[src/rtl/mem_stage.sv]
// -----------------------------------------------------------------------------
// mem_stage
// Memory-access stage of the 16-bit pipelined CPU, between EX and write-back.
// Non-memory instructions pass straight into the MEM/WB register with one
// cycle of latency. Loads and stores are captured into holding registers and
// issued to the data memory over a req/rdy handshake. Upstream stalls until
// the memory completes. A halt instruction parks the stage until reset.
//
// Ports
//   clk, rst_n            clock, asynchronous active-low reset
//   ex_vld                EX presents a valid instruction
//   ex_dst                ALU result / memory word address (low ADDR_W bits)
//   ex_zr                 ALU zero flag
//   ex_st_data            store data
//   ex_mem_re, ex_mem_we  load / store request (both set = store)
//   ex_rf_we, ex_rf_dst   register-file write enable and destination
//   ex_hlt                halt instruction
//   stall                 upstream must hold its outputs
//   dm_req, dm_we         memory request, 1 = write
//   dm_addr, dm_wdata     memory word address and write data
//   dm_rdata, dm_rdy      memory read data and completion strobe
//   wb_vld, wb_we, wb_zr, wb_hlt, wb_data, wb_dst   MEM/WB register contents
// -----------------------------------------------------------------------------
module mem_stage #(
  parameter int DATA_W = 16,
  parameter int ADDR_W = 16,
  parameter int REG_W  = 4
) (
  input  logic              clk,
  input  logic              rst_n,
  input  logic              ex_vld,
  input  logic [DATA_W-1:0] ex_dst,
  input  logic              ex_zr,
  input  logic [DATA_W-1:0] ex_st_data,
  input  logic              ex_mem_re,
  input  logic              ex_mem_we,
  input  logic              ex_rf_we,
  input  logic [REG_W-1:0]  ex_rf_dst,
  input  logic              ex_hlt,
  output logic              stall,
  output logic              dm_req,
  output logic              dm_we,
  output logic [ADDR_W-1:0] dm_addr,
  output logic [DATA_W-1:0] dm_wdata,
  input  logic [DATA_W-1:0] dm_rdata,
  input  logic              dm_rdy,
  output logic              wb_vld,
  output logic              wb_we,
  output logic              wb_zr,
  output logic              wb_hlt,
  output logic [DATA_W-1:0] wb_data,
  output logic [REG_W-1:0]  wb_dst
);

  typedef enum logic [1:0] {
    IDLE   = 2'd0,
    BUSY   = 2'd1,
    HALTED = 2'd2
  } state_t;

  state_t state_q, state_d;

  // Holding registers for the in-flight memory operation.
  logic [ADDR_W-1:0] addr_q,   addr_d;
  logic [DATA_W-1:0] wdata_q,  wdata_d;
  logic              is_st_q,  is_st_d;
  logic              rf_we_q,  rf_we_d;
  logic [REG_W-1:0]  rf_dst_q, rf_dst_d;
  logic              zr_q,     zr_d;

  // MEM/WB pipeline register.
  logic              wb_vld_q,  wb_vld_d;
  logic              wb_we_q,   wb_we_d;
  logic              wb_zr_q,   wb_zr_d;
  logic              wb_hlt_q,  wb_hlt_d;
  logic [DATA_W-1:0] wb_data_q, wb_data_d;
  logic [REG_W-1:0]  wb_dst_q,  wb_dst_d;

  // NOTE: every signal assigned here gets a default first, so no path through
  // the case statement can leave one unassigned and infer a latch.
  always_comb begin
    state_d   = state_q;
    addr_d    = addr_q;
    wdata_d   = wdata_q;
    is_st_d   = is_st_q;
    rf_we_d   = rf_we_q;
    rf_dst_d  = rf_dst_q;
    zr_d      = zr_q;
    // wb_vld/wb_we are single-cycle qualifiers; the payload holds.
    wb_vld_d  = 1'b0;
    wb_we_d   = 1'b0;
    wb_zr_d   = wb_zr_q;
    wb_hlt_d  = wb_hlt_q;
    wb_data_d = wb_data_q;
    wb_dst_d  = wb_dst_q;

    unique case (state_q)
      IDLE: begin
        if (ex_vld) begin
          if (ex_hlt) begin
            // Halt wins over any memory op carried by the same instruction.
            wb_vld_d = 1'b1;
            wb_hlt_d = 1'b1;
            state_d  = HALTED;
          end else if (ex_mem_re || ex_mem_we) begin
            addr_d   = ex_dst[ADDR_W-1:0];
            wdata_d  = ex_st_data;
            is_st_d  = ex_mem_we;  // re and we together resolve to a store
            rf_we_d  = ex_rf_we;
            rf_dst_d = ex_rf_dst;
            zr_d     = ex_zr;
            state_d  = BUSY;
          end else begin
            wb_vld_d  = 1'b1;
            wb_we_d   = ex_rf_we;
            wb_data_d = ex_dst;
            wb_dst_d  = ex_rf_dst;
            wb_zr_d   = ex_zr;
          end
        end
      end

      BUSY: begin
        if (dm_rdy) begin
          wb_vld_d  = 1'b1;
          wb_dst_d  = rf_dst_q;
          wb_zr_d   = zr_q;
          wb_data_d = is_st_q ? wdata_q : dm_rdata;
          wb_we_d   = rf_we_q && !is_st_q;
          state_d   = IDLE;
        end
      end

      HALTED: begin
        // Parked until reset; ex_vld and dm_rdy are ignored.
      end

      default: state_d = IDLE;
    endcase
  end

  // NOTE: sequential state uses non-blocking assignments so every register
  // samples the pre-edge value of its neighbours, independent of order.
  always_ff @(posedge clk or negedge rst_n) begin
    if (!rst_n) begin
      state_q   <= IDLE;
      addr_q    <= '0;
      wdata_q   <= '0;
      is_st_q   <= 1'b0;
      rf_we_q   <= 1'b0;
      rf_dst_q  <= '0;
      zr_q      <= 1'b0;
      wb_vld_q  <= 1'b0;
      wb_we_q   <= 1'b0;
      wb_zr_q   <= 1'b0;
      wb_hlt_q  <= 1'b0;
      wb_data_q <= '0;
      wb_dst_q  <= '0;
    end else begin
      state_q   <= state_d;
      addr_q    <= addr_d;
      wdata_q   <= wdata_d;
      is_st_q   <= is_st_d;
      rf_we_q   <= rf_we_d;
      rf_dst_q  <= rf_dst_d;
      zr_q      <= zr_d;
      wb_vld_q  <= wb_vld_d;
      wb_we_q   <= wb_we_d;
      wb_zr_q   <= wb_zr_d;
      wb_hlt_q  <= wb_hlt_d;
      wb_data_q <= wb_data_d;
      wb_dst_q  <= wb_dst_d;
    end
  end

  // Handshake outputs decode registered state only: no path from ex_* to dm_*.
  assign stall    = (state_q != IDLE);
  assign dm_req   = (state_q == BUSY);
  assign dm_we    = dm_req && is_st_q;
  assign dm_addr  = addr_q;
  assign dm_wdata = wdata_q;

  assign wb_vld  = wb_vld_q;
  assign wb_we   = wb_we_q;
  assign wb_zr   = wb_zr_q;
  assign wb_hlt  = wb_hlt_q;
  assign wb_data = wb_data_q;
  assign wb_dst  = wb_dst_q;

endmodule

[config.mk]
export PLATFORM = sky130hd
export DESIGN_NAME = mem_stage
export DESIGN_NICKNAME = d
export VERILOG_FILES = /design/src/rtl/mem_stage.sv
export SDC_FILE = /design/constraint.sdc
export NUM_CORES = 1
export LEC_CHECK = 0
export ABC_CLOCK_PERIOD_IN_PS = 4050
export CAP_MARGIN = 40
export CORE_MARGIN = 1
export CORE_UTILIZATION = 24
export DETAILED_ROUTE_END_ITERATION = 10
export DONT_BUFFER_PORTS = 1
export PLACE_DENSITY = 0.39
export SLEW_MARGIN = 20
export SYNTH_ARGS = -nofsm -noshare
export SYNTH_HDL_FRONTEND = slang
export SYNTH_SLANG_ARGS = --single-unit
[constraint.sdc]
create_clock -name clk -period 4.05 [get_ports clk]
set_input_delay 0 -clock clk [delete_from_list [all_inputs] [get_ports clk]]
set_output_delay 0 -clock clk [all_outputs]
set_load 0.1 [all_outputs]
; Word level (Yosys, flattened, before mapping)
; Index checks and enable logic that the tools add are counted.
[classes]
bitwise_logic = 2
reduce_logical = 11
n_eq_ne = 7
mux = 31
[op_table]
columns = operator, count
row1 = $mux 16, 5
row2 = $pmux 16 s2, 1
row3 = $mux 4, 4
row4 = $mux 1, 12
row5 = $mux 2, 4
row6 = $pmux 4 s2, 1
row7 = $reduce_and 4->1, 2
row8 = $ne 2x2->1 const B, 3
row9 = $pmux 1 s2, 3
row10 = $pmux 2 s3, 1
row11 = $reduce_and 5->1, 1
row12 = $reduce_bool 2->1, 2
row13 = $ne 3x3->1 const B, 1
row14 = $reduce_and 3->1, 1
row15 = $eq 2x1->1 const B, 1
row16 = $eq 2x2->1 const B, 1
row17 = $logic_and 1x1->1, 2
row18 = $logic_not 2->1, 1
row19 = $ne 2x1->1 const B, 1
row20 = $not 1->1, 2
row21 = $logic_not 1->1, 1
row22 = $logic_or 1x1->1, 1
[totals]
ff_bits = 65
inputBits = 61
wordCells = 64
output_inout_bits = 59

; Depth between registers and ports, before layout
; Gate-level depths: netlist of the first run.
[depth]
depth_word = 5
mapped_depth = 7
depth_no_buf = 4

; Worst setup path after synthesis of the first run
; OpenSTA, ideal clock, no wires.
[synth_path]
path_type = register to output
start = register state_q[0]
end = output port dm_we
setup_slack_ns = 1.297
t_required_ns = 4.050
stages_incl_launch_ff = 4
path_buffers = 1
arrival_ns = 2.753
cell_sequence = dfrtp_1 > buf_4 > nor2b_1 > and2_1
[synth_between]
elab_chain_cells = 2
[synth_rtl]
columns = element, line
row1 = start: declaration, 61  ; state_t state_q, state_d;
row2 = start signal: assignment, 160  ; state_q <= state_d;
row3 = $eq 2x1->1, 178  ; assign dm_req = (state_q == BUSY);
row4 = named net dm_req, 41  ; output logic dm_req,
row5 = $logic_and 1x1->1, 179  ; assign dm_we = dm_req && is_st_q;
row6 = end: declaration, 42  ; output logic dm_we,
; The timed path passes the listed nets, and every way through them passes these cells.

; Worst setup path in the final report of the first run
[layout_path]
start = register state_q[0]
end = register wdata_q[7], in the netlist dm_wdata[7]
[layout_between]
elab_chain_cells = 2
[layout_rtl]
columns = element, line
row1 = $logic_not 2->1, 97  ; unique case (state_q)
row2 = $reduce_and 4->1 (no line), -
row3 = end signal: assignment, 162  ; wdata_q <= wdata_d;
row4 = end: declaration, 65  ; logic [DATA_W-1:0] wdata_q, wdata_d;
; Every way passes these cells.
; A chain may end at the register's enable or synchronous reset.

==> summary.txt, run 1 <==
Reg-to-reg slack, setup -> 1.89 ns
Dominant cells by area after synthesis -> sky130_fd_sc_hd__dfrtp_1 (58%), sky130_fd_sc_hd__mux2_2 (12%), sky130_fd_sc_hd__o221a_2 (8.4%)
Overflow left after global routing -> 0
Data arrival time at the worst-slack endpoint -> 2.38 ns
Die width -> 110 um
Share of final-layout standard cells stronger than drive strength 1 -> 0.345
Most instantiated cells after synthesis -> sky130_fd_sc_hd__dfrtp_1 (65), sky130_fd_sc_hd__mux2_2 (29), sky130_fd_sc_hd__o221a_2 (21)
Cell with the most instances after synthesis -> sky130_fd_sc_hd__dfrtp_1
Maximum number of pins on one net before global-route repair -> 66
Max stage delay on crit path -> 0.50 ns
Starting density of the core -> 0.246
Source of the critical timing path -> state_q[0]
1st-iter DRT viols -> 87
Number of buffers created by CTS -> 9
Post-synth top area cell -> sky130_fd_sc_hd__dfrtp_1
CTS max path bufs -> 2
Total negative slack for setup checks -> 0 ns
Critical path depth -> 5
Final-report max-slew violation count -> 0
TritonCTS clock tree -> yes
Remaining max-slew budget at the tightest pin -> 0.402
Area fraction in compound gates after synthesis -> 0.0990
Avg Synthesized Cell Area -> 14.1 sq um
Number of clock sinks seen by CTS -> 65
Vert. Die Dim -> 110 um
Warning count from the yosys run -> 0
Final Core Density -> 0.480
Worst min-delay path startpoint -> ex_vld
Number of buffers added on ports -> 0
Antenna violations before repair -> 0
Total Wirelength -> 8290 um
Reg-to-reg critical path startpoint -> state_q[0]
Status -> completed
Number of cells on the worst reg-to-reg path -> 5
Slowest cell on the critical path -> sky130_fd_sc_hd__buf_4
Number of flip-flops and latches in the synthesized netlist -> 65
Post-synthesis mux area share -> 0.214
First-pass GRT wire length -> 12,600 um
Post-detailed-route via-to-cell ratio -> 4.37
Net count reported at finish -> 430
Number of global-route vias before repair -> 2,403
FF-to-FF End -> dm_wdata[7]
Gate Count Post-Synth -> 199
Post-Synth Simple-Gate Area -> 0.0754
Xor/xnor share of the synthesized area -> 0
Final hold violation count -> 0
Combined buffer and inverter count along the critical path -> 2
Area of the core -> 0.0114 sq mm
Share of synthesized cell area in full adder, half adder and majority cells -> 0
Final worst path period need -> 2.16 ns
Category of the worst setup path launch point -> register
DR pass1 iterations -> 4
Total number of H-tree levels -> 3
GR Util All Layers -> 0.144
WL per Instance -> 16.0 um
Transition time of the tightest slew-check pin -> 0.896 ns
Clock latency of the later-clocked register in the worst-skew pair -> 0.33 ns
Post-route ant nets -> 0
Synthesis-to-finish area growth -> 95.4%
Category of the most critical setup path -> reg -> reg
Post-Syn Nets -> 260
Top-Level Pins -> 120
Cell at the root of the clock tree -> sky130_fd_sc_hd__clkbuf_16
Largest fanout on the critical path -> 39
Routability congestion estimate -> 0.701
Unrepaired setup endpoints after global routing -> no
Count of cell types in the netlist -> 27
Detail Placement HPWL -> 5330 um
Sort of element at the end of the critical path -> register
Die footprint -> 0.0121 sq mm
Share of flip-flops with an asynchronous set or reset after synthesis -> 1.00
Clock-pin slew reported for the worst setup and hold paths after clock tree synthesis -> 0.05 ns
Dominant combinational cell family by area after synthesis -> multiplexers
Count of flip-flops with a built-in enable after synthesis -> 0
Syn Std Cell Area -> 0.00281 sq mm
Skew final -> 0.00355 ns
Count of unresolved DRC violations after routing -> 0
DR vias -> 2,257
Crit path max-delay family -> buffers and inverters
Sequential cell area fraction in the yosys report -> 0.580
Max cap viols -> 0
Instance count along the most critical hold path -> 3
Area share of the largest cell type after synthesis -> 0.580
Primary FF master, synth -> sky130_fd_sc_hd__dfrtp_1
Period utilization -> 0.534
Critical Path End -> dm_wdata[7]
Filler Cell Count -> 1,005
Count of buffers added by post-CTS timing repair for setup -> 0
Max Freq -> 0.462 GHz
Setup violations, final -> 0
Hold Crit Class -> in -> reg
Crit path cell chain -> nor2_4 > inv_2 > nor3_4 > buf_4 > mux2_2
Antenna Cells -> 0
Number of core rows -> 39
Worst path required time -> 4.26 ns
layout make-up:
cell class | instances | area, sq um | share of cell area
flip-flops and latches | 65 | 1630 | 0.297
clock inverters | 2 | 10.0 | 0.00183
repair buffers | 172 | 2290 | 0.417
clock buffers | 14 | 284 | 0.0518
well taps | 143 | 179 | 0.0326
multi-input cells | 120 | 1090 | 0.199
inverters | 1 | 3.75 | 0.000685
stage by stage:
stage          setup slack [ns]  hold slack [ns]  std cells  instance area [sq um]
2_1_floorplan              1.30           -0.296        199                   2810
3_3_place_gp               1.89           -0.294        333                   2930
3_5_place_dp               1.86           -0.294        428                   4440
4_1_cts                    1.86         0.000318        507                   5380
5_1_grt                    1.77           0.0275        517                   5480
6_report                   1.89           0.0208        517                   5480
routing by layer:
layer  up-vias  routed length, um  GRT usage
met5         -                  0          0
met4         0                157     0.0658
met3        12                446     0.0435
met2        65               4380      0.243
met1      1102               3310      0.168
li1       1078                  -          -
cell families (layout without fill, tap and decap cells):
group,Yosys count,after routing
and+or+nand+nor,37,37
muxes,55,55
DFF,65,65
buffers and inverters,14,189
AOI/OAI and AO/OA,28,28
how the worst min path moves through the flow:
stage                   to  slack (ns)
6_report        state_q[0]        0.02
5_1_grt         state_q[0]        0.03
2_1_floorplan   dm_addr[0]       -0.30
4_1_cts         state_q[0]      0.0003
3_3_place_gp   wb_data[11]       -0.29
3_5_place_dp   wb_data[11]       -0.29
flip-flops by register name, summed over array words and instances (netlist names):
name / count
wb_dst: 4
zr_q: 1
state_q: 2
wb_zr: 1
dm_addr: 16
is_st_q: 1
rf_we_q: 1
dm_wdata: 16
wb_vld: 1
wb_we: 1
wb_hlt: 1
rf_dst_q: 4
wb_data: 16
cells in the final DEF (no fill, tap or decap), types with 2 or more instances in the layout:
cell | Yosys | layout
sky130_fd_sc_hd__dfrtp_1 | 65 | 65
sky130_fd_sc_hd__dlygate4sd3_1 | 0 | 62
sky130_fd_sc_hd__buf_16 | 0 | 48
sky130_fd_sc_hd__buf_1 | 0 | 45
sky130_fd_sc_hd__mux2_2 | 29 | 29
sky130_fd_sc_hd__o221a_2 | 21 | 21
sky130_fd_sc_hd__nand2_1 | 18 | 18
sky130_fd_sc_hd__mux2i_1 | 16 | 16
sky130_fd_sc_hd__clkbuf_16 | 0 | 12
sky130_fd_sc_hd__mux2_1 | 10 | 10
sky130_fd_sc_hd__clkbuf_1 | 2 | 8
sky130_fd_sc_hd__nand2b_1 | 7 | 7
sky130_fd_sc_hd__a21oi_1 | 4 | 4
sky130_fd_sc_hd__clkbuf_8 | 0 | 4
sky130_fd_sc_hd__buf_4 | 3 | 4
sky130_fd_sc_hd__buf_8 | 1 | 3
sky130_fd_sc_hd__nor2_1 | 2 | 2
sky130_fd_sc_hd__clkinv_2 | 0 | 2
worst min-delay path, stage by stage:
cell and delay [ns]:
sky130_fd_sc_hd__nand2b_1 0.11, sky130_fd_sc_hd__or3_1 0.13, sky130_fd_sc_hd__a21oi_1 0.06
timing repair:
action,4_1_cts,5_1_grt
hold buffers,63,0
endpoints found under the hold margin,130,0
resized for setup,0,0
Power of run 1 is not shown: default switching activity piles up to over one toggle a cycle in this logic, so the estimate is an artifact.
==> run 2, diff against run 1 <==
--- a/config.mk
+++ b/config.mk
@@ -5,7 +5,7 @@
 export SDC_FILE = /design/constraint.sdc
 export NUM_CORES = 1
 export LEC_CHECK = 0
-export ABC_CLOCK_PERIOD_IN_PS = 4050
+export ABC_CLOCK_PERIOD_IN_PS = 2300
 export CAP_MARGIN = 40
 export CORE_MARGIN = 1
 export CORE_UTILIZATION = 24
==> constraint.sdc (replaced) <==
create_clock -name clk -period 2.3 [get_ports clk]
set_input_delay 0 -clock clk [delete_from_list [all_inputs] [get_ports clk]]
set_output_delay 0 -clock clk [all_outputs]
set_load 0.1 [all_outputs]
==> summary.txt, run 2 (synthesis gave the netlist of run 1 again) <==
Post-route ant nets -> 0 (unchanged)
Clock-pin slew reported for the worst setup and hold paths after clock tree synthesis -> 0.06 ns (was 0.05 ns)
Commonest non-fill, non-tap cell in the layout -> sky130_fd_sc_hd__dfrtp_1 (unchanged)
Category of the most critical setup path -> reg -> reg (unchanged)
Number of buffers added on ports -> 0 (unchanged)
Resized Gates After CTS -> 0 (unchanged)
Worst setup slack before clock tree synthesis -> 0.478 ns (was 1.86 ns)
Worst path required time -> 2.51 ns (was 4.26 ns)
FF-to-FF End -> dm_wdata[12] (was dm_wdata[7])
1st-iter DRT viols -> 63 (was 87)
Antenna violations before repair -> 0 (unchanged)
Total number of H-tree levels -> 3 (unchanged)
Share of final-layout standard cells stronger than drive strength 1 -> 0.409 (was 0.345)
Antenna Cells -> 0 (unchanged)
Category of the worst setup path launch point -> register (unchanged)
Count of unresolved DRC violations after routing -> 0 (unchanged)
Final-report max-slew violation count -> 0 (unchanged)
Area of the core -> 0.0114 sq mm (unchanged)
Period utilization -> 0.781 (was 0.534)
Cell at the root of the clock tree -> sky130_fd_sc_hd__clkbuf_16 (unchanged)
Overflow left after global routing -> 0 (unchanged)
GR Util All Layers -> 0.131 (was 0.144)
TritonCTS clock tree -> yes (unchanged)
Count of buffers added by post-CTS timing repair for setup -> 0 (unchanged)
Status -> completed (unchanged)
Synthesis-to-finish area growth -> 54.9% (was 95.4%)
Sort of element at the end of the critical path -> register (unchanged)
Number of global-route vias before repair -> 2,138 (was 2,403)
WL per Instance -> 15.8 um (was 16.0 um)
CTS max path bufs -> 2 (unchanged)
Total negative slack for setup checks -> 0 ns (unchanged)
Unrepaired setup endpoints after global routing -> no (unchanged)
Vert. Die Dim -> 110 um (unchanged)
Routability congestion estimate -> 0.692 (was 0.701)
Hold Crit Class -> in -> reg (unchanged)
Transition time of the tightest slew-check pin -> 0.875 ns (was 0.896 ns)
Maximum number of pins on one net before global-route repair -> 66 (unchanged)
Instance count along the most critical hold path -> 3 (unchanged)
Top-Level Pins -> 120 (unchanged)
First-pass GRT wire length -> 11,300 um (was 12,600 um)
End point of the worst hold path -> wb_we (was state_q[0])
Final worst path period need -> 1.80 ns (was 2.16 ns)
Max Freq -> 0.556 GHz (was 0.462 GHz)
Remaining max-slew budget at the tightest pin -> 0.417 (was 0.402)
Min setup slack post-route -> 0.503 ns (was 1.89 ns)
Final hold violation count -> 0 (unchanged)
Die footprint -> 0.0121 sq mm (unchanged)
Number of cells on the worst reg-to-reg path -> 5 (unchanged)
Setup violations, final -> 0 (unchanged)
Reg-to-reg critical path startpoint -> state_q[0] (unchanged)
Total of hold buffers inserted after clock tree synthesis -> 63 (unchanged)
DR pass1 iterations -> 4 (unchanged)
Reg-to-reg slack, setup -> 0.50 ns (was 1.89 ns)
Largest fanout on the critical path -> 23 (was 39)
Clock latency of the later-clocked register in the worst-skew pair -> 0.33 ns (about the same)
Starting density of the core -> 0.246 (unchanged)
Detail Placement HPWL -> 4820 um (was 5330 um)
Max cap viols -> 0 (unchanged)
Die width -> 110 um (unchanged)
Number of buffers created by CTS -> 9 (unchanged)
Total Wirelength -> 7460 um (was 8290 um)
Data arrival time at the worst-slack endpoint -> 2.01 ns (was 2.38 ns)
Number of clock sinks seen by CTS -> 65 (unchanged)
DR vias -> 2,105 (was 2,257)
Commonest cells after routing, fill and taps aside -> sky130_fd_sc_hd__dfrtp_1 (65), sky130_fd_sc_hd__dlygate4sd3_1 (62), sky130_fd_sc_hd__buf_4 (61), sky130_fd_sc_hd__mux2_2 (29), sky130_fd_sc_hd__o221a_2 (21) (was sky130_fd_sc_hd__dfrtp_1 (65), sky130_fd_sc_hd__dlygate4sd3_1 (62), sky130_fd_sc_hd__buf_16 (48), sky130_fd_sc_hd__buf_1 (45), sky130_fd_sc_hd__mux2_2 (29))
Net count reported at finish -> 386 (was 430)
Skew final -> 0.00601 ns (was 0.00355 ns)
Worst min-delay path startpoint -> ex_vld (unchanged)
Number of core rows -> 39 (unchanged)
Post-detailed-route via-to-cell ratio -> 4.45 (was 4.37)
==> run 2: cell types whose count changed in the layout (fill, tap and decap cells not counted), sizes merged <==
| cell | change |
|---|---|
| clkbuf | -11 |
| buf | -34 |
| clkinv | +1 |
==> run 2: area by class of cell <==
type | instances | area [sq um]
Multi-Input combinational cell | 120 | 1090
Timing Repair Buffer | 128 | 1170
Clock inverter | 3 | 15.0
Clock buffer | 13 | 260
Tap cell | 143 | 179
Sequential cell | 65 | 1630
Fill cell | 1140 | 7070
Inverter | 1 | 3.75
==> run 2: worst max path at each step <==
stage | start | endpoint | slack [ns]
5_1_grt | state_q[0] | dm_wdata[12] | 0.41
3_3_place_gp | state_q[0] | wb_data[0] | 0.52
3_5_place_dp | state_q[0] | wb_data[7] | 0.48
2_1_floorplan | state_q[0] | dm_we | 0.12
4_1_cts | state_q[0] | wb_data[11] | 0.47
6_report | state_q[0] | dm_wdata[12] | 0.50
==> run 2: critical path, cell delays in order, from the launching register on <==
cell and delay [ns]:
sky130_fd_sc_hd__dfrtp_1 0.48, sky130_fd_sc_hd__nor2_4 0.19, sky130_fd_sc_hd__inv_2 0.07, sky130_fd_sc_hd__nor3_4 0.19, sky130_fd_sc_hd__buf_4 0.35, sky130_fd_sc_hd__mux2_2 0.39
==> run 2: per-stage QoR <==
step                      area [sq um]  hold WS (ns)   util  instances
final                             4340        0.0207  0.380        473
after CTS                         4330       0.00340  0.379        472
after global routing              4340        0.0229  0.380        473
after floorplan                   2810        -0.296      -        199
after detailed placement          3410        -0.294  0.299        393
after global placement            3380        -0.294  0.296        391
==> run 2: metal layers <==
layer / routed length, um / global-route usage / up-vias
met5: 0 / 0 / -
met4: 187 / 0.0761 / 0
met3: 409 / 0.0300 / 15
met2: 3800 / 0.223 / 64
met1: 3060 / 0.150 / 1029
li1: - / - / 997
Power of run 2 is left out for the same reason.
==> run 3, diff against run 2 <==
--- a/config.mk
+++ b/config.mk
@@ -5,13 +5,13 @@
 export SDC_FILE = /design/constraint.sdc
 export NUM_CORES = 1
 export LEC_CHECK = 0
-export ABC_CLOCK_PERIOD_IN_PS = 2300
+export ABC_CLOCK_PERIOD_IN_PS = 1520
 export CAP_MARGIN = 40
 export CORE_MARGIN = 1
 export CORE_UTILIZATION = 24
 export DETAILED_ROUTE_END_ITERATION = 10
 export DONT_BUFFER_PORTS = 1
-export PLACE_DENSITY = 0.39
+export PLACE_DENSITY = 0.4
 export SLEW_MARGIN = 20
 export SYNTH_ARGS = -nofsm -noshare
 export SYNTH_HDL_FRONTEND = slang
==> constraint.sdc (replaced) <==
create_clock -name clk -period 1.52 [get_ports clk]
set_input_delay 0 -clock clk [delete_from_list [all_inputs] [get_ports clk]]
set_output_delay 0 -clock clk [all_outputs]
set_load 0.1 [all_outputs]
==> summary.txt, run 3 (synthesis gave the netlist of run 1 again) <==
1st-iter DRT viols -> 98 (was 63)
Vert. Die Dim -> 110 um (unchanged)
Die width -> 110 um (unchanged)
Antenna violations before repair -> 0 (unchanged)
Final-report max-slew violation count -> 0 (unchanged)
Clock latency of the later-clocked register in the worst-skew pair -> 0.33 ns (about the same)
Category of the most critical setup path -> reg -> reg (unchanged)
Hold Crit Class -> in -> async (was in -> reg)
Setup violations, final -> 15 (was 0)
Area of placed instances -> 0.00351 sq mm (was 0.00341 sq mm)
Cell at the root of the clock tree -> sky130_fd_sc_hd__clkbuf_16 (unchanged)
Antenna Cells -> 0 (unchanged)
Largest fanout on the critical path -> 10 (was 23)
Data arrival time at the worst-slack endpoint -> 1.76 ns (was 2.01 ns)
Net count reported at finish -> 392 (was 386)
Skew final -> 0.00448 ns (was 0.00601 ns)
Post-route ant nets -> 0 (unchanged)
Count of unresolved DRC violations after routing -> 0 (unchanged)
Routability congestion estimate -> 0.732 (was 0.692)
Number of clock sinks seen by CTS -> 65 (unchanged)
Sort of element at the end of the critical path -> register (unchanged)
Detail Placement HPWL -> 5130 um (was 4820 um)
Period utilization -> 1.02 (was 0.781)
Finished layout cell area -> 0.00452 sq mm (was 0.00434 sq mm)
Multi-input combinational cell area -> 0.00117 sq mm (was 0.00109 sq mm)
Filler Cell Count -> 1,141 (was 1,140)
Clock-pin slew reported for the worst setup and hold paths after clock tree synthesis -> 0.05 ns (was 0.06 ns)
Number of cells on the worst reg-to-reg path -> 6 (was 5)
Number of buffers created by CTS -> 9 (unchanged)
CTS max path bufs -> 2 (unchanged)
Share of final-layout standard cells stronger than drive strength 1 -> 0.452 (was 0.409)
Worst Hold Slack -> -0.636 ns (was 0.0207 ns)
Die footprint -> 0.0121 sq mm (unchanged)
Area of the core -> 0.0114 sq mm (unchanged)
DR vias -> 2,176 (was 2,105)
Worst path required time -> 1.73 ns (was 2.51 ns)
Unrepaired setup endpoints after global routing -> yes (was no)
Number of buffers added on ports -> 0 (unchanged)
Starting density of the core -> 0.246 (unchanged)
TritonCTS clock tree -> yes (unchanged)
Register area -> 0.00163 sq mm (about the same)
Reg-to-reg slack, setup -> -0.03 ns (was 0.50 ns)
Overflow left after global routing -> 0 (unchanged)
Remaining max-slew budget at the tightest pin -> 0.769 (was 0.417)
Min setup slack post-route -> -0.0269 ns (was 0.503 ns)
WL per Instance -> 17.3 um (was 15.8 um)
GR Util All Layers -> 0.135 (was 0.131)
Total number of H-tree levels -> 3 (unchanged)
Category of the worst setup path launch point -> register (unchanged)
Top-Level Pins -> 120 (unchanged)
Final hold violation count -> 65 (was 0)
Max Freq -> 0.646 GHz (was 0.556 GHz)
Number of global-route vias before repair -> 2,197 (was 2,138)
DR pass1 iterations -> 4 (unchanged)
Final worst path period need -> 1.55 ns (was 1.80 ns)
Failing checks -> hold timing, setup timing
Post-detailed-route via-to-cell ratio -> 4.54 (was 4.45)
Commonest cells after routing, fill and taps aside -> sky130_fd_sc_hd__buf_4 (65), sky130_fd_sc_hd__dfrtp_1 (64), sky130_fd_sc_hd__dlygate4sd3_1 (58), sky130_fd_sc_hd__o221a_2 (21), sky130_fd_sc_hd__mux2_4 (20) (was sky130_fd_sc_hd__dfrtp_1 (65), sky130_fd_sc_hd__dlygate4sd3_1 (62), sky130_fd_sc_hd__buf_4 (61), sky130_fd_sc_hd__mux2_2 (29), sky130_fd_sc_hd__o221a_2 (21))
Total Wirelength -> 8290 um (was 7460 um)
Transition time of the tightest slew-check pin -> 0.346 ns (was 0.875 ns)
Synthesis-to-finish area growth -> 61.2% (was 54.9%)
Status -> complete, but fails checks (was completed)
Slowest cell on the critical path -> sky130_fd_sc_hd__dfrtp_2 (was sky130_fd_sc_hd__dfrtp_1)
FF-to-FF End -> dm_wdata[15] (was dm_wdata[12])
Commonest non-fill, non-tap cell in the layout -> sky130_fd_sc_hd__buf_4 (was sky130_fd_sc_hd__dfrtp_1)
Max stage delay on crit path -> 0.42 ns (was 0.48 ns)
Crit path cell chain -> nor2_4 > inv_8 > nor3_4 > buf_6 > clkbuf_16 > mux2_2 (was nor2_4 > inv_2 > nor3_4 > buf_4 > mux2_2)
Number of core rows -> 39 (unchanged)
Maximum number of pins on one net before global-route repair -> 66 (unchanged)
Reg-to-reg critical path startpoint -> state_q[1] (was state_q[0])
First-pass GRT wire length -> 12,000 um (was 11,300 um)
Max cap viols -> 0 (unchanged)
-- run 3: changes by cell type in the layout (fill, tap and decap cells not counted), moves of 3 or more --
cell	previous run	this run
sky130_fd_sc_hd__mux2_1	10	6
sky130_fd_sc_hd__buf_12	1	4
sky130_fd_sc_hd__buf_4	61	65
sky130_fd_sc_hd__buf_6	1	5
sky130_fd_sc_hd__mux2_4	0	20
sky130_fd_sc_hd__dlygate4sd3_1	62	58
sky130_fd_sc_hd__mux2_2	29	13
-- run 3: layout make-up --
cell class,count,area share
sequential,65,0.360
timing repair buffer,134,0.278
multi-input combinational,120,0.260
clock buffer,13,0.0576
tap,143,0.0396
clock inverter,3,0.00332
inverter,1,0.00249
-- run 3: worst max-delay path by stage --
stage,from,to,slack (ns),cells past startpoint
3_5_place_dp,state_q[1],zr_q,-0.02,5
6_report,state_q[1],dm_wdata[15],-0.03,6
3_3_place_gp,state_q[1],dm_wdata[1],0.002,5
4_1_cts,state_q[1],dm_wdata[1],-0.03,5
2_1_floorplan,state_q[1],dm_addr[10],-0.13,6
5_1_grt,state_q[1],dm_addr[11],-0.07,6
-- run 3: per-layer routing --
metal,track usage,vias to the layer above,share of wire
met5,0,-,0
met4,0.0592,0,0.019
met3,0.0335,11,0.050
met2,0.208,64,0.48
met1,0.178,1102,0.45
li1,-,999,-
-- run 3: metrics by stage --
stage	setup TNS, ns	setup slack (ns)	util	hold slack (ns)	cells
3_3_place_gp	0	0.00239	0.307	-0.294	401
5_1_grt	-1.82	-0.0676	0.396	-0.651	479
2_1_floorplan	-2.39	-0.128	-	-0.296	199
3_5_place_dp	-0.398	-0.0217	0.307	-0.294	401
4_1_cts	-0.776	-0.0325	0.382	-0.650	474
6_report	-0.243	-0.0269	0.396	-0.636	479
-- run 3: worst max-delay path, delay by kind of cell, from the launching register on --
kind	cells	cell delay [ns]
DFF	1	0.42
and+or+nand+nor	2	0.32
muxes	1	0.33
buffers and inverters	3	0.37
-- run 3: what timing repair did --
| action | in CTS | in global routing |
|---|---|---|
| hold buffers | 57 | 1 |
| setup buffers | 0 | 2 |
| resized for setup | 4 | 22 |
| gates cloned | 0 | 2 |
| endpoints found under the hold margin | 130 | 66 |
| setup endpoints to repair | 41 | 43 |
Power of run 3 is left out for the same reason.
